==> src/rtl/ysyx_23060208_pc_gen_if.sv <==
// Fetch-PC offer channel between the PC generator (master) and the IFU (slave).
interface ysyx_23060208_pc_gen_if #(
  parameter int unsigned DATA_WIDTH  = 32,
  parameter int unsigned EPOCH_WIDTH = 2
);
  logic                   valid;
  logic                   ready;
  logic [DATA_WIDTH-1:0]  pc;
  logic [EPOCH_WIDTH-1:0] epoch;

  modport master (output valid, output pc, output epoch, input ready);
  modport slave  (input valid, input pc, input epoch, output ready);
endinterface

==> src/rtl/ysyx_23060208_pc_gen.sv <==
// NPC front-end PC generator: BOOT/RUN/HALT, trap/branch redirect with epoch tagging.
// Optional YSYX_PC_MISALIGN_CHK_EN rejects misaligned redirect targets instead of masking them.
module ysyx_23060208_pc_gen #(
  parameter int unsigned           DATA_WIDTH   = 32,
  parameter logic [DATA_WIDTH-1:0] RESET_VECTOR = DATA_WIDTH'(32'h2000_0000),
  parameter int unsigned           INST_BYTES   = 4,
  parameter int unsigned           EPOCH_WIDTH  = 2
) (
  input  logic                  clock,
  input  logic                  reset,
  input  logic                  trap_valid,
  input  logic [DATA_WIDTH-1:0] trap_pc,
  input  logic                  redirect_valid,
  input  logic [DATA_WIDTH-1:0] redirect_pc,
  input  logic                  halt_req,
  ysyx_23060208_pc_gen_if.master ifu,
  output logic                  halted,
  output logic                  misalign_err
);

  localparam logic [DATA_WIDTH-1:0] PC_INC     = DATA_WIDTH'(INST_BYTES);
  localparam logic [DATA_WIDTH-1:0] ALIGN_MASK = DATA_WIDTH'(INST_BYTES - 1);

  typedef enum logic [1:0] {
    S_BOOT = 2'd0,
    S_RUN  = 2'd1,
    S_HALT = 2'd2
  } state_t;

  state_t state;

  logic                  fire_c;
  logic                  redir_bad_c;
  logic                  redir_ok_c;
  logic [DATA_WIDTH-1:0] trap_tgt_c;
  logic [DATA_WIDTH-1:0] redir_tgt_c;

  // valid is a register, so fire only ever happens in RUN
  assign fire_c = ifu.valid & ifu.ready;

`ifdef YSYX_PC_MISALIGN_CHK_EN
  assign trap_tgt_c  = trap_pc;
  assign redir_tgt_c = redirect_pc;
  assign redir_bad_c = redirect_valid & (|(redirect_pc & ALIGN_MASK));
`else
  assign trap_tgt_c  = trap_pc & ~ALIGN_MASK;
  assign redir_tgt_c = redirect_pc & ~ALIGN_MASK;
  assign redir_bad_c = 1'b0;
`endif

  assign redir_ok_c = redirect_valid & ~redir_bad_c;

  always_ff @(posedge clock) begin
    if (reset) begin
      state        <= S_BOOT;
      ifu.valid    <= 1'b0;
      ifu.pc       <= RESET_VECTOR;
      ifu.epoch    <= '0;
      halted       <= 1'b0;
      misalign_err <= 1'b0;
    end else begin
      misalign_err <= 1'b0;
      if (trap_valid) begin
        state     <= S_RUN;
        ifu.valid <= 1'b1;
        ifu.pc    <= trap_tgt_c;
        ifu.epoch <= ifu.epoch + EPOCH_WIDTH'(1);
        halted    <= 1'b0;
      end else if (redir_ok_c) begin
        state     <= S_RUN;
        ifu.valid <= 1'b1;
        ifu.pc    <= redir_tgt_c;
        ifu.epoch <= ifu.epoch + EPOCH_WIDTH'(1);
        halted    <= 1'b0;
      end else begin
        // a rejected redirect falls through to the lower-priority action
        misalign_err <= redir_bad_c;
        case (state)
          S_BOOT: begin
            state     <= S_RUN;
            ifu.valid <= 1'b1;
            halted    <= 1'b0;
          end
          S_RUN: begin
            if (fire_c) begin
              ifu.pc <= ifu.pc + PC_INC;
            end
            if (halt_req) begin
              state     <= S_HALT;
              ifu.valid <= 1'b0;
              halted    <= 1'b1;
            end
          end
          S_HALT: begin
            ifu.valid <= 1'b0;
            halted    <= 1'b1;
          end
          default: begin
            state     <= S_BOOT;
            ifu.valid <= 1'b0;
            halted    <= 1'b0;
          end
        endcase
      end
    end
  end

endmodule
==> src/flat_wrapper.sv <==
// flat-port wrapper written by rule: the top's interface ports become plain ports
module ysyx_23060208_pc_gen_flat 
#(
  parameter int unsigned           DATA_WIDTH   = 32,
  parameter logic [DATA_WIDTH-1:0] RESET_VECTOR = DATA_WIDTH'(32'h2000_0000),
  parameter int unsigned           INST_BYTES   = 4,
  parameter int unsigned           EPOCH_WIDTH  = 2
)
  (clock, reset, trap_valid, trap_pc, redirect_valid, redirect_pc, halt_req, halted, misalign_err, ifu_valid, ifu_pc, ifu_epoch, ifu_ready);
  ysyx_23060208_pc_gen_if #(.DATA_WIDTH(DATA_WIDTH), .EPOCH_WIDTH(EPOCH_WIDTH)) ifu_i ();
  input  logic clock;
  input  logic reset;
  input  logic trap_valid;
  input  logic [DATA_WIDTH-1:0] trap_pc;
  input  logic redirect_valid;
  input  logic [DATA_WIDTH-1:0] redirect_pc;
  input  logic halt_req;
  output logic halted;
  output logic misalign_err;
  output wire logic [$bits(ifu_i.valid)-1:0] ifu_valid;
  output wire logic [$bits(ifu_i.pc)-1:0] ifu_pc;
  output wire logic [$bits(ifu_i.epoch)-1:0] ifu_epoch;
  input wire logic [$bits(ifu_i.ready)-1:0] ifu_ready;
  assign ifu_valid = ifu_i.valid;
  assign ifu_pc = ifu_i.pc;
  assign ifu_epoch = ifu_i.epoch;
  assign ifu_i.ready = ifu_ready;
  ysyx_23060208_pc_gen #(.DATA_WIDTH(DATA_WIDTH), .RESET_VECTOR(RESET_VECTOR), .INST_BYTES(INST_BYTES), .EPOCH_WIDTH(EPOCH_WIDTH)) u_core (.clock(clock), .reset(reset), .trap_valid(trap_valid), .trap_pc(trap_pc), .redirect_valid(redirect_valid), .redirect_pc(redirect_pc), .halt_req(halt_req), .ifu(ifu_i), .halted(halted), .misalign_err(misalign_err));
endmodule
==> config.mk <==
export PLATFORM = sky130hd
export DESIGN_NAME = ysyx_23060208_pc_gen_flat
export DESIGN_NICKNAME = d
export VERILOG_FILES = /design/src/rtl/ysyx_23060208_pc_gen_if.sv /design/src/rtl/ysyx_23060208_pc_gen.sv /design/src/flat_wrapper.sv
export SDC_FILE = /design/constraint.sdc
export NUM_CORES = 1
export LEC_CHECK = 0
export CAP_MARGIN = 25
export CORE_UTILIZATION = 40
export DETAILED_ROUTE_END_ITERATION = 10
export DONT_BUFFER_PORTS = 1
export PLACE_DENSITY_LB_ADDON = 0.1
export SETUP_SLACK_MARGIN = 0.02
export SYNTH_ARGS = -nofsm -noshare
export SYNTH_HDL_FRONTEND = slang
export SYNTH_SLANG_ARGS = --single-unit
==> constraint.sdc <==
create_clock -name clock -period 5.1 [get_ports clock]
set_clock_uncertainty 0.05 [all_clocks]
set_input_delay 0.51 -clock clock [delete_from_list [all_inputs] [get_ports clock]]
set_output_delay 0.51 -clock clock [all_outputs]
set_load 0.03 [all_outputs]
Yosys cells after proc, flatten, opt, wreduce, memory -nomap -nowiden
Cells that the tools add are included.

storage, ports and cells
  register bits = 38
  bits in latches = 0
  bits in writable memories = 0
  ROM bits = 0
  bits of input ports = 70
  output and inout bits = 37
  logic and storage cells = 41
  memories = 0

cells by class
  add/subtract/negate cells = 2
  multiply operators = 0
  div/mod/pow operators = 0
  magnitude comparators = 0
  eq/ne operators = 5
  shift operators = 0
  multiplexer cells = 16
  bitwise gates (word level) = 2
  reductions and logical operators = 9

operators with widths
  cell                   count
  $mux 32                4
  $add 32x3->32 const B  1
  $reduce_and 2->1       4
  $mux 1                 6
  $mux 2                 3
  $pmux 2 s3             1
  $reduce_bool 3->1      2
  $ne 4x4->1 const B     1
  $pmux 1 s2             2
  $ne 3x3->1 const B     1
  $reduce_or 3->1        1
  $add 2x1->2 const B    1
  $eq 2x1->1 const B     1
  $eq 2x2->1 const B     1
  $logic_not 2->1        1
  $ne 2x2->1 const B     1
  $reduce_bool 2->1      1
  $and 1x1->1            1
  $not 1->1              1

Depth between registers and ports, before layout
  depth in word-level cells = 5
  gate-level depth with buffers = 8
  depth with buffers taken out = 7

Worst setup path before layout
Ideal clock, no wire load.

  path kind = flip-flop to flip-flop
  start point = reg u_core.ifu.pc[2]
  end point = reg u_core.ifu.pc[16]
  data arrival time = 2.054 ns
  data required time = 4.916 ns
  slack = 2.862 ns
  stages on the path, launching flop included = 8
  buffers on the path = 1
  clock period less this slack = 2.238 ns
  cells stage by stage = dfxtp_1 ha_1 nand3_2 or3_1 buf_6 or3_1 a21oi_1 nor4_1

between the ends
  cells in the longest elaborated chain, start to end = 5

ends and longest elaborated chain
  what                      RTL line                       RTL
  start: declaration        ysyx_23060208_pc_gen_if.sv:11  modport master (output valid, output pc, output epoch, input ready);
  start signal: assignment  ysyx_23060208_pc_gen.sv:66     ifu.pc <= trap_tgt_c;
  start signal: assignment  ysyx_23060208_pc_gen.sv:72     ifu.pc <= redir_tgt_c;
  start signal: assignment  ysyx_23060208_pc_gen.sv:86     ifu.pc <= ifu.pc + PC_INC;
  $add 32x3->32             ysyx_23060208_pc_gen.sv:86
  $mux 32                   ysyx_23060208_pc_gen.sv:85     if (fire_c) begin
  $mux 32                   ysyx_23060208_pc_gen.sv:78     case (state)
  $mux 32                   ysyx_23060208_pc_gen.sv:69     end else if (redir_ok_c) begin
  $mux 32                   ysyx_23060208_pc_gen.sv:63     if (trap_valid) begin

No other way between the ends. The select of a mux whose other input is x is not followed.
A chain may end at the register's enable or synchronous reset.

Worst setup path in the final report
  start point = reg u_core.ifu.pc[2]
  end point = reg u_core.ifu.pc[18]

Same word-level chain as after synthesis.

==> flow_metrics.env <==
export IMPL_fin_crit_ns=2.536
export IMPL_cellLeakagePower_nw=0.9240
export IMPL_fin_crit_sh=0.4972
export IMPL_postCtsSetupRepairBufs=0
export IMPL_drc=0
export IMPL_gr_max_usage_layer="met2"
export IMPL_fin_hold_ws_ns=0.2263
export IMPL_crit_end="u_core.ifu.pc[18]$_SDFFE_PP0P_"
export IMPL_crit_chain="ha_1 -> nand3_2 -> or3_1 -> o31a_2 -> o21ai_0 -> a31oi_1"
export IMPL_reg2reg_depth=6
export IMPL_mostFrequentLayoutCell="dfxtp_1"
export IMPL_grt_total_usage=0.2482
export IMPL_hp_class="primary input to register"
export IMPL_setup_viol=0
export IMPL_fin_setup_tns_ns=0
export IMPL_yosysTopAreaCell="dfxtp_1"
export IMPL_drt_wirelength_per_cell_um=20.28
export IMPL_wl_um=7930
export IMPL_most_common_layout_cells="dfxtp_1, nand2_1, a21oi_1"
export IMPL_critPathTopFamily="simple AND/OR/NAND/NOR gates"
export IMPL_path_depth=6
export IMPL_maxSlewHeadroom=0.3977
export IMPL_synth_area_mm2=0.002534
export IMPL_synthFlopType="dfxtp_1"
export IMPL_initial_core_util=0.4205
export IMPL_worst_path_max_delay_cell="dfxtp_1"
export IMPL_met3_usage=0.06333
export IMPL_synth_distinct_cells=57
export IMPL_clock_sinks=36
export IMPL_cpPeakStageDelay_ns=0.62
export IMPL_htree_levels=2
export IMPL_clk_latency_ns=0.30
export IMPL_criticalPathCategory="register to register"
export IMPL_cp_num_buf_inv=0
export IMPL_synthesis_instances=329
export IMPL_cp_required_ns=5.23
export IMPL_dr_total_vias=2490
export IMPL_avgViaCountPerCell=6.368
export IMPL_cts_root_buf="clkbuf_8"
export IMPL_start_kind="register"
export IMPL_core_mm2=0.006026
export IMPL_layout_nets=390
export IMPL_grt_pass1_wl_um=12350
export IMPL_layout_drive_gt1_share=0.07278
export IMPL_max_freq_mhz=394.4
export IMPL_critPathMaxFanout=10
export IMPL_ir_drop_v=0.0001961
export IMPL_yosysWarnings=0
export IMPL_rrSetupSlack_ns=2.56
export IMPL_synth_edf_count=0
export IMPL_worstMarginPinSlew_ns=0.9001
export IMPL_cp_end_kind="register"
export IMPL_cts_resized=0
export IMPL_first_pass_iters=4
export IMPL_fp_dieW_um=81.59
export IMPL_gp_congestion=0.7671
export IMPL_post_place_ws_ns=2.601
export IMPL_grt_use_met2=0.4083
export IMPL_reg2reg_to="u_core.ifu.pc[18]$_SDFFE_PP0P_"
export IMPL_grt_pass1_vias=2395
export IMPL_overflow=0
export IMPL_nFillCells=655
export IMPL_drt_iter0_markers=141
export IMPL_final_cells=391
export IMPL_rsz0062_at_grt="false"
export IMPL_worst_slack_ns=2.564
export IMPL_cts_tree="built"
export IMPL_slew_viol_final=0
export IMPL_grt_util_met1=0.3219
export IMPL_synth_top_area_share=0.2844
export IMPL_hold_violations=0
export IMPL_ios=107
export IMPL_place_area_mm2=0.002537
export IMPL_grt_max_degree=40
export IMPL_diodes=0
export IMPL_cts_clk_slew_worst_paths_ns=0.08
export IMPL_cp_startpoint="u_core.ifu.pc[2]$_SDFFE_PP0P_"
export IMPL_ant_nets=0
export IMPL_rows=28
export IMPL_fp_dieH_um=81.59
export IMPL_synth_seq_cells=36
export IMPL_area_growth_pct=4.395
export IMPL_outcome="completed"
export IMPL_synth_top_cells_by_area="dfxtp_1, a21oi_1, o21ai_0"
export IMPL_clock_path_buffers=2
export IMPL_p_per_area_mw_per_mm2=279.3
export IMPL_yosysSeqAreaShare=0.2844
export IMPL_dp_hpwl_um=5480
export IMPL_cts_buffers=5
export IMPL_r2r_start="u_core.ifu.pc[2]$_SDFFE_PP0P_"
export IMPL_floorplan_die_area_mm2=0.006656
export IMPL_hold_buffers=0
export IMPL_numPortBuffers=0
export IMPL_drv_cap=0
export IMPL_finish_utilization=0.4390
export IMPL_p_total_mw=0.7387
export IMPL_synth_avg_cell_area_um2=7.701
export IMPL_fin_area_mm2=0.002645
export IMPL_grt_antenna_before_repair=0
export IMPL_crit_arrival_ns=2.66
export IMPL_synth_async_reset_ratio=0
export IMPL_dp_cells=383
[area by class of cell]
cell class,instances,area (µm²),area share
clock buffer,6,72.57,0.02744
clock inverter,2,35.03,0.01325
inverter,8,30.03,0.01135
multi-input combinational,262,1678,0.6343
sequential,36,720.7,0.2725
tap,75,93.84,0.03548
timing repair buffer,2,15.01,0.005676
[cell families (layout without fill, tap and decap cells)]
group,after synthesis,count (layout),share of synthesized area
other,1,3,0.001480
adder cells (fa/ha/maj),5,5,0.02469
multiplexers,12,12,0.04889
AND/OR/NAND/NOR,119,119,0.2514
flip-flops,36,36,0.2844
buffers and inverters,33,18,0.05629
XOR/XNOR,13,13,0.04494
AO/OA/AOI/OAI,110,110,0.2879
[routing by layer]
| layer | vias up | part of all wire |
|---|---|---|
| met5 | - | 0 |
| met3 | 2 | 0.097 |
| met1 | 1176 | 0.42 |
| met2 | 104 | 0.48 |
| li1 | 1208 | - |
| met4 | 0 | 0.0037 |
[sequential cells by signal (all words and copies together), names as in the netlist]
signal	flops
u_core.halted	1
u_core.ifu.epoch	2
u_core.ifu.pc	30
u_core.ifu.valid	1
u_core.state	2
[power breakdown]
part	total, mW	switching [mW]	leakage, nW	internal, mW
combinational	0.105	0.0559	0.570	0.0490
clock	0.258	0.113	0.0552	0.145
sequential	0.375	0.0727	0.298	0.303
total	0.739	0.242	0.924	0.497
[cell usage after synthesis (all sizes together), types with 2 or more instances]
library cell / instances
a2111oi: 2
a211o: 2
a211oi: 5
a21oi: 27
a221oi: 2
a22o: 2
a22oi: 7
a311oi: 2
a31oi: 3
and2: 3
and3: 8
and4: 3
buf: 5
clkbuf: 20
dfxtp: 36
ha: 5
inv: 8
mux2: 3
mux2i: 9
nand2: 30
nand2b: 7
nand3: 14
nand4: 5
nand4b: 2
nor2: 18
nor2b: 3
nor3: 16
nor4: 6
o211ai: 7
o21a: 2
o21ai: 23
o221ai: 5
o22ai: 6
o31a: 2
o31ai: 4
or3: 3
xnor2: 9
xor2: 4
[worst min path at each step]
stage,from,to,slack [ns],cells past startpoint
6_report,reset,u_core.ifu.pc[20]$_SDFFE_PP0P_,0.23,1
3_3_place_gp,u_core.state[1]$_SDFFE_PP0P_,u_core.state[1]$_SDFFE_PP0P_,0.47,2
2_1_floorplan,u_core.state[1]$_SDFFE_PP0P_,u_core.state[1]$_SDFFE_PP0P_,0.44,2
5_1_grt,reset,u_core.state[0]$_SDFFE_PP0P_,0.21,1
3_5_place_dp,u_core.state[1]$_SDFFE_PP0P_,u_core.state[1]$_SDFFE_PP0P_,0.48,2
4_1_cts,reset,u_core.ifu.pc[20]$_SDFFE_PP0P_,0.21,1
Power figures use the tool's default switching activity.
